[src/rtl/bbs_pkg.sv]
// Shared types and constants for the Blum-Blum-Shub sequencer.
package bbs_pkg;

    localparam int unsigned M_DEF  = 8;
    localparam int unsigned BYTE_W = 8;
    localparam int unsigned CNT_W  = 3;

    localparam logic [M_DEF-1:0] ONE_M = M_DEF'(1);

    typedef enum logic [2:0] {
        IDLE,
        TO_MONT,
        W_TM,
        SQ,
        W_SQ,
        FM,
        W_FM,
        EMIT
    } bbs_state_e;

endpackage

[src/rtl/bbs_param_chk.sv]
// Combinational sanity check of a seed/modulus pair before it is accepted.
module bbs_param_chk
    import bbs_pkg::*;
#(
    parameter int unsigned M = M_DEF
) (
    input  logic [M-1:0] seed,
    input  logic [M-1:0] n_mod,
    output logic         param_err_c
);

    // Modulus must be odd (Montgomery needs gcd(R,N)=1); seed must lie in [2, N).
    always_comb begin
        param_err_c = (n_mod[0] == 1'b0) || (seed < M'(2)) || (seed >= n_mod);
    end

endmodule

[src/rtl/bbs_seq.sv]
// Blum-Blum-Shub bit sequencer driving a radix-2 Montgomery multiplier.
// Optional BBS_BYTE_EN packs eight bits MSB-first into byte_out per handshake.
module bbs_seq
    import bbs_pkg::*;
#(
    parameter int unsigned M = M_DEF
) (
    input  logic         clk,
    input  logic         rst,
    input  logic         seed_load,
    input  logic [M-1:0] seed,
    input  logic [M-1:0] n_mod,
    input  logic [M-1:0] r2,
    input  logic         gen_en,
    output logic         mm_start,
    output logic [M-1:0] mm_a,
    output logic [M-1:0] mm_b,
    output logic [M-1:0] mm_n,
    input  logic         mm_done,
    input  logic [M-1:0] mm_res,
    output logic         bit_out,
    output logic         bit_valid,
    input  logic         bit_ready,
    output logic         busy,
    output logic         err
`ifdef BBS_BYTE_EN
    ,
    output logic [BYTE_W-1:0] byte_out,
    output logic              byte_valid
`endif
);

    bbs_state_e   state, state_d;
    logic [M-1:0] xm, xm_d;
    logic [M-1:0] n_d, a_d, b_d;
    logic         start_d, bit_out_d, bit_valid_d, busy_d, err_d;
    logic         param_err_c;

`ifdef BBS_BYTE_EN
    logic [CNT_W-1:0]  cnt, cnt_d;
    logic [BYTE_W-2:0] sh, sh_d;
    logic [BYTE_W-1:0] byte_out_d;
    logic              byte_valid_d;
`endif

    bbs_param_chk #(.M(M)) u_param_chk (
        .seed        (seed),
        .n_mod       (n_mod),
        .param_err_c (param_err_c)
    );

    always_ff @(posedge clk or negedge rst) begin
        if (!rst) begin
            state     <= IDLE;
            xm        <= '0;
            mm_n      <= '0;
            mm_a      <= '0;
            mm_b      <= '0;
            mm_start  <= 1'b0;
            bit_out   <= 1'b0;
            bit_valid <= 1'b0;
            busy      <= 1'b0;
            err       <= 1'b0;
`ifdef BBS_BYTE_EN
            cnt        <= '0;
            sh         <= '0;
            byte_out   <= '0;
            byte_valid <= 1'b0;
`endif
        end else begin
            state     <= state_d;
            xm        <= xm_d;
            mm_n      <= n_d;
            mm_a      <= a_d;
            mm_b      <= b_d;
            mm_start  <= start_d;
            bit_out   <= bit_out_d;
            bit_valid <= bit_valid_d;
            busy      <= busy_d;
            err       <= err_d;
`ifdef BBS_BYTE_EN
            cnt        <= cnt_d;
            sh         <= sh_d;
            byte_out   <= byte_out_d;
            byte_valid <= byte_valid_d;
`endif
        end
    end

    // Outputs are registered from the transition, so mm_start is high exactly
    // during the issue state and operands stay put until the next issue.
    // mm_b carries the latched R^2 mod N through TO_MONT/W_TM.
    always_comb begin
        state_d     = state;
        xm_d        = xm;
        n_d         = mm_n;
        a_d         = mm_a;
        b_d         = mm_b;
        start_d     = 1'b0;
        bit_out_d   = bit_out;
        bit_valid_d = bit_valid;
        err_d       = err;
`ifdef BBS_BYTE_EN
        cnt_d        = cnt;
        sh_d         = sh;
        byte_out_d   = byte_out;
        byte_valid_d = byte_valid;
`endif

        case (state)
            IDLE: begin
                if (seed_load) begin
`ifdef BBS_BYTE_EN
                    cnt_d = '0;
                    sh_d  = '0;
`endif
                    if (param_err_c) begin
                        err_d = 1'b1;
                    end else begin
                        err_d   = 1'b0;
                        n_d     = n_mod;
                        a_d     = seed;
                        b_d     = r2;
                        start_d = 1'b1;
                        state_d = TO_MONT;
                    end
                end
            end
            TO_MONT: state_d = W_TM;
            W_TM: begin
                if (mm_done) begin
                    xm_d    = mm_res;
                    a_d     = mm_res;
                    b_d     = mm_res;
                    start_d = 1'b1;
                    state_d = SQ;
                end
            end
            SQ: state_d = W_SQ;
            W_SQ: begin
                if (mm_done) begin
                    xm_d    = mm_res;
                    a_d     = mm_res;
                    b_d     = M'(ONE_M);
                    start_d = 1'b1;
                    state_d = FM;
                end
            end
            FM: state_d = W_FM;
            W_FM: begin
                if (mm_done) begin
`ifdef BBS_BYTE_EN
                    sh_d  = {sh[BYTE_W-3:0], mm_res[0]};
                    cnt_d = cnt + CNT_W'(1);
                    if (cnt == CNT_W'(BYTE_W - 1)) begin
                        byte_out_d   = {sh, mm_res[0]};
                        byte_valid_d = 1'b1;
                        bit_out_d    = mm_res[0];
                        bit_valid_d  = 1'b1;
                        state_d      = EMIT;
                    end else begin
                        a_d     = xm;
                        b_d     = xm;
                        start_d = 1'b1;
                        state_d = SQ;
                    end
`else
                    bit_out_d   = mm_res[0];
                    bit_valid_d = 1'b1;
                    state_d     = EMIT;
`endif
                end
            end
            EMIT: begin
                // gen_en matters only on the accepting cycle
                if (bit_ready) begin
                    bit_valid_d = 1'b0;
`ifdef BBS_BYTE_EN
                    byte_valid_d = 1'b0;
`endif
                    if (gen_en) begin
                        a_d     = xm;
                        b_d     = xm;
                        start_d = 1'b1;
                        state_d = SQ;
                    end else begin
                        state_d = IDLE;
                    end
                end
            end
            default: state_d = IDLE;
        endcase

        busy_d = (state_d != IDLE);
    end

endmodule

[config.mk]
export PLATFORM = sky130hd
export DESIGN_NAME = bbs_seq
export DESIGN_NICKNAME = d
export VERILOG_FILES = /design/src/rtl/bbs_pkg.sv /design/src/rtl/bbs_param_chk.sv /design/src/rtl/bbs_seq.sv
export SDC_FILE = /design/constraint.sdc
export NUM_CORES = 1
export LEC_CHECK = 0
export CAP_MARGIN = 10
export CORE_UTILIZATION = 50
export DETAILED_ROUTE_END_ITERATION = 12
export GPL_ROUTABILITY_DRIVEN = 0
export PLACE_DENSITY = 0.83
export SLEW_MARGIN = 10
export SYNTH_ARGS = -nofsm -noshare
export SYNTH_HDL_FRONTEND = slang
export SYNTH_SLANG_ARGS = --single-unit
export TNS_END_PERCENT = 100
[constraint.sdc]
create_clock -name clk -period 4.7 [get_ports clk]
set_clock_uncertainty 0.2 [all_clocks]
set_input_delay 0.94 -clock clk [delete_from_list [all_inputs] [get_ports clk]]
set_output_delay 0.94 -clock clk [all_outputs]
set_load 0.01 [all_outputs]
==> impl_results.md <==
- CP Class: in2reg
- Clk pwr share: 15.6%
- Antenna-violating nets left: 0
- Part of the cycle the worst path needs: 69.87%
- 1st-iter DRT viols: 157
- Max Fclk: 0.3045 GHz
- CTS tree: done
- Seq/Total Area, Yosys: 41.26%
- Number of synthesized register bits: 40
- Worst EP required: 4.67 ns
- Setup TNS: 0 ns
- Critical path fanouts, max: 11
- R2R Setup Slk: 1.60 ns
- R2r worst-path depth: 6
- Crit end category: register
- Initial antenna violation count: 0
- Synthesized cell area: 0.002426 mm^2
- Initial core utilization: 53.86%
- CTS buffer count: 5
- Cell Count, Final, Fillers Out: 347
- Psw: 754.2 uW
- DR vias: 2068
- Chip height: 71.66 um
- Clk sink count: 40
- Worst skew pair latency: 0.30 ns
- Slowest Stage Delay on Critical Path: 0.59 ns
- Logic gate share of total power: 51.2%
- Total gr overflow: 0
- Critical hold path startpoint: mm_n[0]
- Crit path launch type: primary input
- Vias in the first global route: 2068
- CP cell instances: clkdlybuf4s50_1 > ha_1 > o21ai_0 > a21oi_1 > o31ai_1 > nand2_2 > mux2_1
- Drt drc: 0
- Core area: 0.004504 mm^2
- Vias per std cell: 5.960
- Hold endpoint: mm_n[0]
- Net Sw Frac: 37.67%
- Max_cap viols: 0
- Hold path depth: 1
- Pleak: 1.465 nW
- Most frequent cells in the layout: clkdlybuf4s50_1, dfrtp_1, mux2_2
- Post CTS Setup Buffer Count: 0
- Drt total wl: 6388 um
- Htree depth: 2
- Layout fillers: 355
- I/O Buffers: 66
- Arrival time at the worst endpoint: 3.26 ns
- Async S/R FF share, synth: 100.0%
- Reg2reg start: state[2]
- DR WL/cell: 18.41 um
- Area growth syn-to-layout: 32.18%
- Count of cell types in the netlist: 36
- Average cell area after synthesis: 10.32 um^2
- Critical-path top delay cell: clkdlybuf4s50_1
- Number of cell rows: 24
- Bufs on Longest Clock Path: 2
- Commonest non-fill, non-tap cell in the layout: clkdlybuf4s50_1
- Share of cells above drive strength 1: 15.59%
- Synth Warn #: 0
- Flop pwr share: 33.2%
- Die area: 0.005134 mm^2
- Fin nets: 340
- Int Power: 1.248 mW
- Resized cells post-CTS: 0
- Status: finished clean
- Clock transition at path regs: 0.08 ns
- Delay-heaviest family, CP: compound AO/OA/AOI/OAI gates
- Synthesized Nets: 281
- Max-slew headroom: 28.44%
- Die width: 71.66 um
- Io pins: 67
- Multi-input logic area: 0.001280 mm^2
- Hold_buf cts: 0
- Max IR drop VDD: 348.8 uV
- Total chip power: 2.002 mW
- Worst-Margin Slew: 1.073 ns
- Largest net degree at the start of global routing: 41
- First-pass GRT wire length: 10110 um
- Initial DRT Pass Iterations: 4
- Root Driver: clkbuf_8
- Tmin final: 3.284 ns
- Pins over their slew limit: 0
- Predominant post-synthesis flop cell: dfrtp_1
- Sequential Area: 0.001001 mm^2
- Endpoints failing setup: 0
- Worst min path class: reg2reg
- RR Endpoint: mm_a[1]
- GRT Util Overall: 25.71%
- WP buf/inv: 1
- Placed cells: 339
- Fin. Hold Viols: 0
- Post-synth EDFFs: 0
- PwrDens: 624.3 mW/mm^2
- Post-DP HPWL: 4366 um
- Antenna cells: 0
- RSZ-0062 raised after global routing: false
- Post-Syn Instances: 235
[flip-flops by register name, summed over array words and instances, names as in the netlist, 3 cells and up]
| name | flops |
|---|---|
| xm | 8 |
| mm_n | 8 |
| mm_a | 8 |
| mm_b | 8 |
| state | 3 |
[power by group through the flow]
stage                     Clock (mW)  Sequential, mW  Combinational [mW]
after floorplan                    0           0.652               0.625
after global placement             0           0.662               0.985
after detailed placement           0           0.668                1.01
after CTS                      0.320           0.661                1.02
after global routing           0.331           0.686                1.10
final                          0.312           0.665                1.02
[stage by stage]
step                      setup WS, ns  hold WS, ns  util [%]  area [um^2]
after floorplan                  1.918       0.3028         -         2426
after global placement           1.263       0.2527     68.39         3080
after detailed placement         1.189       0.2605     68.39         3080
after CTS                        1.449       0.2849     71.19         3207
after global routing             1.365       0.3027     71.19         3207
final                            1.416       0.2788     71.19         3207
[Yosys cell counts, types with 2 or more instances]
master / n / area share (%)
buf_6: 2 / 0.93
o221ai_1: 7 / 2.5
nand2_1: 13 / 2.0
mux2_4: 3 / 1.9
nand4_1: 2 / 0.52
nor2_1: 11 / 1.7
clkbuf_1: 8 / 1.2
mux2_2: 27 / 13
o21ai_0: 17 / 3.5
mux2_1: 4 / 1.9
nand2b_1: 5 / 1.3
buf_2: 5 / 1.0
inv_1: 17 / 2.6
nand3_1: 5 / 1.0
o21a_1: 2 / 0.62
mux2i_1: 6 / 2.5
o22ai_1: 7 / 1.8
ha_1: 8 / 4.1
dfrtp_1: 40 / 41
nor2b_1: 2 / 0.52
a21oi_1: 6 / 1.2
a22oi_1: 17 / 5.3
a21o_1: 8 / 2.5
[layout make-up]
type | count | area share (%)
multi-input cells | 162 | 39.91
flip-flops and latches | 40 | 31.21
repair buffers | 68 | 20.91
clock buffers | 7 | 3.004
well taps | 52 | 2.029
inverters | 17 | 1.990
clock inverters | 1 | 0.9364
[cells by family (layout without fill, tap and decap cells)]
family	after synthesis	after routing	synth area share [%]
buffers and inverters	33	93	5.982
AO/OA/AOI/OAI	70	70	20.42
AND/OR/NAND/NOR	44	44	9.489
adder cells (fa/ha/maj)	8	8	4.126
multiplexers	40	40	18.72
flip-flops	40	40	41.26
[worst max path at each step]
stage	from	end	slack, ns	cells past startpoint
2_1_floorplan	n_mod[1]	mm_a[0]	1.92	8
3_3_place_gp	seed[0]	mm_n[3]	1.26	8
3_5_place_dp	seed[1]	mm_n[4]	1.19	7
4_1_cts	seed[1]	mm_n[4]	1.45	7
5_1_grt	seed[1]	mm_n[4]	1.36	7
6_report	seed[1]	mm_n[4]	1.42	7
[per-layer routing]
layer	GRT usage, %	wire, um	up-vias
met4	12.64	231	0
met2	40.36	3033	99
met5	0	0	-
met3	5.907	410	20
met1	33.54	2712	974
li1	-	-	975
Note: power is estimated with default switching activity, not from simulation.
